**src/rtl/change_dispenser.sv**
```systemverilog
// Coin-return engine: pays a balance out as one-hot coin pulses, largest
// denomination first, within per-denomination stock, and reports what is left unpaid.
module change_dispenser #(
  parameter int kNumCoins   = 3,
  parameter int kTotalBits  = 31,
  parameter int kCoinValue0 = 100,
  parameter int kCoinValue1 = 500,
  parameter int kCoinValue2 = 1000,
  parameter int kInitStock  = 8
) (
  input  logic                    clk,
  input  logic                    reset,
  input  logic                    i_start,
  input  logic [kTotalBits-1:0]   i_amount,
  input  logic                    i_coin_ready,
  input  logic [kNumCoins-1:0]    i_refill,
  output logic [kNumCoins-1:0]    o_return_coin,
  output logic                    o_busy,
  output logic                    o_done,
  output logic [kTotalBits-1:0]   o_remainder,
  output logic [8*kNumCoins-1:0]  o_stock
);

  localparam int kIdxBits = (kNumCoins > 1) ? $clog2(kNumCoins) : 1;

  typedef enum logic [1:0] {
    IDLE     = 2'd0,
    SELECT   = 2'd1,
    DISPENSE = 2'd2,
    DONE     = 2'd3
  } state_t;

  function automatic logic [kTotalBits-1:0] coin_value(input int k);
    case (k)
      0:       return kTotalBits'(kCoinValue0);
      1:       return kTotalBits'(kCoinValue1);
      default: return kTotalBits'(kCoinValue2);
    endcase
  endfunction

  state_t                 state_reg, state_next;
  logic [kTotalBits-1:0]  remaining_reg, remaining_next;
  logic [kTotalBits-1:0]  value_reg, value_next;
  logic [kTotalBits-1:0]  remainder_reg, remainder_next;
  logic [kNumCoins-1:0]   coin_reg, coin_next;

  logic                   sel_found;
  logic [kIdxBits-1:0]    sel_idx;
  logic                   accept;
  logic [kNumCoins-1:0]   dec;

  // Ascending scan so the highest affordable, in-stock denomination wins.
  always_comb begin
    sel_found = 1'b0;
    sel_idx   = '0;
    for (int k = 0; k < kNumCoins; k++) begin
      if (coin_value(k) <= remaining_reg && o_stock[8*k +: 8] != 8'd0) begin
        sel_found = 1'b1;
        sel_idx   = kIdxBits'(k);
      end
    end
  end

  assign accept = (state_reg == DISPENSE) && i_coin_ready;
  assign dec    = accept ? coin_reg : '0;

  always_comb begin
    state_next     = state_reg;
    remaining_next = remaining_reg;
    value_next     = value_reg;
    remainder_next = remainder_reg;
    coin_next      = coin_reg;
    case (state_reg)
      IDLE: begin
        if (i_start) begin
          remaining_next = i_amount;
          remainder_next = '0;
          state_next     = SELECT;
        end
      end
      SELECT: begin
        if (sel_found) begin
          coin_next  = kNumCoins'(1) << sel_idx;
          value_next = coin_value(int'(sel_idx));
          state_next = DISPENSE;
        end else begin
          remainder_next = remaining_reg;
          state_next     = DONE;
        end
      end
      DISPENSE: begin
        if (i_coin_ready) begin
          remaining_next = remaining_reg - value_reg;
          coin_next      = '0;
          state_next     = SELECT;
        end
      end
      DONE: begin
        state_next = IDLE;
      end
      default: begin
        state_next = IDLE;
        coin_next  = '0;
      end
    endcase
  end

  always_ff @(posedge clk or posedge reset) begin
    if (reset) begin
      state_reg     <= IDLE;
      remaining_reg <= '0;
      value_reg     <= '0;
      remainder_reg <= '0;
      coin_reg      <= '0;
    end else begin
      state_reg     <= state_next;
      remaining_reg <= remaining_next;
      value_reg     <= value_next;
      remainder_reg <= remainder_next;
      coin_reg      <= coin_next;
    end
  end

  // A refill and a paid coin of the same denomination on one edge cancel out.
  for (genvar gi = 0; gi < kNumCoins; gi++) begin : g_stock
    logic [7:0] count_reg;
    always_ff @(posedge clk or posedge reset) begin
      if (reset) begin
        count_reg <= 8'(kInitStock);
      end else if (dec[gi] && !i_refill[gi]) begin
        count_reg <= count_reg - 8'd1;
      end else if (i_refill[gi] && !dec[gi] && count_reg != 8'hFF) begin
        count_reg <= count_reg + 8'd1;
      end
    end
    assign o_stock[8*gi +: 8] = count_reg;
  end

  assign o_return_coin = coin_reg;
  assign o_busy        = (state_reg != IDLE);
  assign o_done        = (state_reg == DONE);
  assign o_remainder   = remainder_reg;

endmodule

```
**config.mk**
```make
export PLATFORM = sky130hd
export DESIGN_NAME = change_dispenser
export DESIGN_NICKNAME = d
export VERILOG_FILES = /design/src/rtl/change_dispenser.sv
export SDC_FILE = /design/constraint.sdc
export NUM_CORES = 1
export LEC_CHECK = 0
export ABC_AREA = 1
export BUFFER_PORTS_ARGS = -buffer_cell sky130_fd_sc_hd__buf_2
export CORE_AREA = 2 2 91 137
export DETAILED_ROUTE_END_ITERATION = 7
export DIE_AREA = 0 0 93 139
export GPL_TIMING_DRIVEN = 1
export PLACE_DENSITY = 0.74
export SKIP_CTS_REPAIR_TIMING = 1
export SYNTH_ARGS = -nofsm -noshare
export SYNTH_HDL_FRONTEND = slang
export SYNTH_SLANG_ARGS = --single-unit
export TNS_END_PERCENT = 5
```
**constraint.sdc**
```tcl
create_clock -name clk -period 3.4 [get_ports clk]
set_input_delay 0.34 -clock clk [delete_from_list [all_inputs] [get_ports clk]]
set_output_delay 0.34 -clock clk [all_outputs]
set_load 0.005 [all_outputs]
```
== Word level (Yosys, flattened, before mapping) ==
Index checks and enable logic that the tools add are counted.
W data, S select, Z words.

* $add $sub $neg: 7
* Multipliers: 0
* Div/mod/pow operators: 0
* $lt $le $gt $ge: 3
* Equal/unequal tests: 11
* Shift operators: 1
* Multiplexer cells: 26
* Bitwise operators: 0
* Reductions and logical operators: 36

{| class="wikitable"
|+ Operators by type and width
! kind !! number
|-
| $mux W31 || 4
|-
| $pmux W31 S2 || 2
|-
| $mux W8 || 6
|-
| $le A10 B31 Y1 const A || 1
|-
| $le A7 B31 Y1 const A || 1
|-
| $le A9 B31 Y1 const A || 1
|-
| $sub A31 B31 Y31 || 1
|-
| $add A8 B1 Y8 const B || 3
|-
| $ne A8 B8 Y1 const B || 3
|-
| $reduce_bool A8 Y1 || 3
|-
| $sub A8 B1 Y8 const B || 3
|-
| $pmux W10 S2 || 1
|-
| $reduce_bool A2 Y1 || 7
|-
| $logic_and A1 B1 Y1 || 13
|-
| $mux W3 || 3
|-
| $reduce_and A3 Y1 || 3
|-
| $ne A2 B2 Y1 const B || 4
|-
| $pmux W2 S4 || 1
|-
| $logic_not A1 Y1 || 6
|-
| $mux W2 || 3
|-
| $pmux W3 S2 || 1
|-
| $mux W1 || 5
|-
| $eq A2 B1 Y1 const B || 2
|-
| $eq A2 B2 Y1 const B || 2
|-
| 3 further kinds || 5
|}

* Register bits: 122
* Latch bits: 0
* Bits in writable memories: 0
* Bits in read-only memories: 0
* Input bits: 38
* Output and inout port bits: 60
* Logic and storage cells: 92
* Memories: 0

== Logic depth before layout (Yosys ltp) ==
* Depth after elaboration: 8
* Mapped depth: 14
* Gate-level depth less buffers: 14

== Worst setup path before layout ==
Ideal clock, no wire load.

* Path type: reg-to-reg
* Start: reg state_reg[0]
* End: reg g_stock[2].count_reg[6]
* Setup time: 0.130 ns
* Arrival: 2.412 ns
* Required time: 3.270 ns
* Path slack: 0.858 ns
* Cell stages (with the launch flop): 12
* Buffers on the path: 0
* Clock period less this slack: 2.542 ns
* Cell sequence: dfrtp_1 > nor2_2 > nand2_1 > nor3_1 > ha_1 > a21oi_1 > nand2_1 > a21oi_1 > nor2_1 > nor2_1 > xor2_1 > o21ai_0

* Cells in the longest elaborated chain, start to end: 7
* Elaborated cells on any way between the ends: 9
* Those cells by class: eq/ne: 1; mux: 2; reduce/logical: 6

{| class="wikitable"
|+ RTL lines
! item !! RTL line !! text
|-
| from (decl) || 41 || <nowiki>state_t state_reg, state_next;</nowiki>
|-
| from (signal assigned) || 116 || <nowiki>state_reg <= state_next;</nowiki>
|-
| $eq A2 B2 Y1 * || 64 || <nowiki>assign accept = (state_reg == DISPENSE) && i_coin_ready;</nowiki>
|-
| $logic_and A1 B1 Y1 * || 64 ||
|-
| $mux W3 * || 65 || <nowiki>assign dec = accept ? coin_reg : '0;</nowiki>
|-
| $logic_not A1 Y1 || 132 || <nowiki>end else if (i_refill[gi] && !dec[gi] && count_reg != 8'hFF) begin</nowiki>
|-
| $logic_and A1 B1 Y1 (2 in series) || 132 ||
|-
| $reduce_bool A2 Y1 (no source line) || n/a ||
|-
| to (signal assigned) || 129 || <nowiki>count_reg <= 8'(kInitStock);</nowiki>
|-
| to (signal assigned) || 131 || <nowiki>count_reg <= count_reg - 8'd1;</nowiki>
|-
| to (signal assigned) || 133 || <nowiki>count_reg <= count_reg + 8'd1;</nowiki>
|-
| to (decl) || 126 || <nowiki>logic [7:0] count_reg;</nowiki>
|}

Mark *: on every way between the ends. The rest lies on a longest branch, timed or not.
A chain may end at the register's enable or synchronous reset.

== Final worst setup path ==
* Start: reg remaining_reg[2]
* End: reg remaining_reg[20]

* Cells in the longest elaborated chain, start to end: 3

{| class="wikitable"
|+ RTL lines
! item !! RTL line !! text
|-
| from (decl) || 42 || <nowiki>logic [kTotalBits-1:0] remaining_reg, remaining_next;</nowiki>
|-
| from (signal assigned) || 117 || <nowiki>remaining_reg <= remaining_next;</nowiki>
|-
| $sub A31 B31 Y31 || 93 || <nowiki>remaining_next = remaining_reg - value_reg;</nowiki>
|-
| $mux W31 || 92 || <nowiki>if (i_coin_ready) begin</nowiki>
|-
| $pmux W31 S2 || 73 || <nowiki>case (state_reg)</nowiki>
|}

No other way between the ends. The select of a mux whose other input is x is not followed.

==> impl_metrics.toml <==
[flow_run]
cap_violations = 0

[floorplan]
core_mm2 = 0.0118
die_x_um = 93
fp.dieH_um = 139
rows = 49
start_util_pct = 53.5
ios = 98
dieArea_mm2 = 0.0129

[clock_network]
htreeDepth = 3
cts_max_path_buffers = 2
cts.clk_slew.worst_paths_ns = 0.08
clockRootBuffer = "clkbuf_16"
clock-sinks = 96
cts_tree = "yes"
worstSkewPairLatency_ns = 0.36
cts_buffers = 9

[critical_path]
crit_path_frequent_cell = "nand2_1"
worst-path-max-fanout = 5
critPathTopFamily = "compound AO/OA/AOI/OAI gates"
slowest_stage = "o21ai_0"
arrival_ns = 3.15
end_kind = "flop"
startpoint_type = "flop"
cpPeakStageDelay_ns = 0.59
worstSetupPathType = "reg -> reg"
required_ns = 3.66
cp_cell_sequence = "inv_1 > ha_1 > fa_1 > inv_1 > nand2_1 > o21ai_0 > nand2_1 > nand2_1 > nor2_1 > nand2_1 > xor2_1 > nor2_1 > o21ai_0"
cp.buffers_inverters = 2

[placed_design]
dp_hpwl_um = 13100
place_area_mm2 = 0.00692
routabilityCongestion = 0.929
io_buffers = 97

[synthesis]
syn-instance-count = 887
syn-num-nets = 955
syn_area_per_cell_um2 = 7.10
yosysUniqueCellTypes = 33
synth_seq_cells = 96
ys_warn_count = 0
syn-cell-area_mm2 = 0.00630
ys_seq_area_share_pct = 38.2

[finish]
n_antenna_cell = 0
area_growth_pct = 14.5
utilization_pct = 61.3
post-route-cell-area_mm2 = 0.00721
drive_gt1_share_pct = 15.4
nNetsFinal = 1046

[timing]
post-route-period-util_pct = 84.9
setup_viol = 0
grt_setup_unrepaired = "false"
drv_slew = 0
max_freq_ghz = 0.346
slew_headroom_pct = 37.4
finalSetupTns_ns = 0
fin_crit_ns = 2.89
clock_skew_ns = 0.00977
worst_pin_slew_ns = 0.938
hold_viol = 0

[route]
dr.pass1.iters = 5
drt_iter0_markers = 292
num_vias = 6241
postRouteAntennaNets = 0
routedWlPerCell_um = 15.4
drt-total-wl_um = 17500
drc = 0
post_drt_via_cell_ratio = 5.49

[global_route]
grt_pass1_vias = 6116
grt_max_degree = 51
grt_pass1_wl_um = 28900
antenna_found_initial = 0
grt_overflow = 0
grt_use_total_pct = 28.1

[status]
status = "finished, final reports clean"

[pwr]
power.density_mw_per_mm2 = 863
vdd_drop_max_uv = 448
p_leak_nw = 3.80

[hold_path]
hp-class = "in -> async"
[routing by layer]
| layer | track usage, % | share of wire (%) | vias to the layer above |
|---|---|---|---|
| li1 | - | - | 3080 |
| met1 | 30.9 | 37 | 2948 |
| met4 | 14.0 | 4.4 | 0 |
| met3 | 3.80 | 4.0 | 43 |
| met2 | 51.7 | 55 | 170 |
| met5 | 0 | 0 | - |
[cell usage after synthesis]
library cell  instances  share of area [%]
nand3_1              83                6.6
fa_1                  4                1.3
o21ai_1               5               0.40
dfrtp_1              93                 37
inv_1                92                5.5
xor2_1               13                1.8
nor4_1                5               0.50
buf_4                 1               0.12
o221ai_1              1               0.14
nand2_2               3               0.30
o22ai_1               9               0.89
nand4_4               1               0.34
nand4_1              17                1.7
xnor2_1              13                1.8
nor2_2                6               0.60
buf_6                 3               0.54
ha_1                 26                5.2
clkbuf_1             14               0.83
o211ai_1             12                1.4
nand3_2               1               0.16
a21o_1                3               0.36
or2_2                10               0.99
a31oi_1               3               0.30
nor3_1                6               0.48
nor2_1              111                6.6
a211oi_1              1               0.12
nand2_1             240                 14
buf_2                 6               0.48
a21oi_1              36                2.9
o21ai_0              60                4.8
nand2_4               1               0.18
inv_2                 5               0.30
dfstp_2               3                1.3
[stage by stage]
| stage | hold slack, ns | std cells | total power, mW | worst slack (ns) |
|---|---|---|---|---|
| 3_3_place_gp | 0.459 | 1120 | 5.16 | 0.723 |
| 4_1_cts | 0.0958 | 1136 | 6.22 | 0.616 |
| 5_1_grt | 0.137 | 1136 | 6.76 | 0.361 |
| 2_1_floorplan | 0.441 | 887 | 4.22 | 0.560 |
| 6_report | 0.0721 | 1136 | 6.22 | 0.513 |
| 3_5_place_dp | 0.461 | 1120 | 5.21 | 0.643 |
[final timing paths]
kind	startpoint	to	slack (ns)	depth (start not counted)
max reg2reg	remaining_reg[2]	remaining_reg[20]	0.51	13
min	reset	o_remainder[10]	0.07	2
min reg2reg	value_reg[6]	value_reg[6]	0.47	2
min in group clk	i_amount[1]	remaining_reg[1]	0.21	3
max in group asynchronous	reset	g_stock[2].count_reg[3]	2.58	3
max	remaining_reg[2]	remaining_reg[20]	0.51	13
[where the power goes]
part	total, mW	leakage, nW	switching (mW)	internal [mW]
combinational	3.11	2.46	2.02	1.09
clock	1.00	0.139	0.491	0.511
sequential	2.11	1.20	0.517	1.59
total	6.22	3.80	3.03	3.20
[layout by cell type (no fill, tap or decap), types with 4 or more instances in the layout]
cell,count
nand2_1,240
nor2_1,111
o21ai_1,5
nand3_1,83
o21ai_0,60
xnor2_1,13
o211ai_1,12
xor2_1,13
fa_1,4
dfrtp_1,93
buf_4,6
nor4_1,5
ha_1,26
clkbuf_16,9
nor3_1,6
o22ai_1,9
or2_2,10
buf_2,97
nand4_1,17
inv_1,91
nor2_2,5
inv_2,5
a21oi_1,36
[cells by family (layout without fill, tap and decap cells)]
logic type | Yosys count | in the layout | share of synthesized area, %
adder cells (fa/ha/maj) | 30 | 30 | 6.44
flip-flops | 96 | 96 | 38.2
XOR/XNOR | 26 | 26 | 3.62
AO/OA/AOI/OAI | 130 | 130 | 11.3
buffers and inverters | 121 | 217 | 7.75
AND/OR/NAND/NOR | 484 | 484 | 32.7
[final cells by class]
type | instances | area [um2]
tap | 153 | 191
multi-input combinational | 670 | 3410
clock buffer | 9 | 225
fill | 1185 | 4560
inverter | 97 | 367
clock inverter | 7 | 62.6
timing repair buffer | 104 | 551
sequential | 96 | 2410
(Power assumes the default switching activity.)
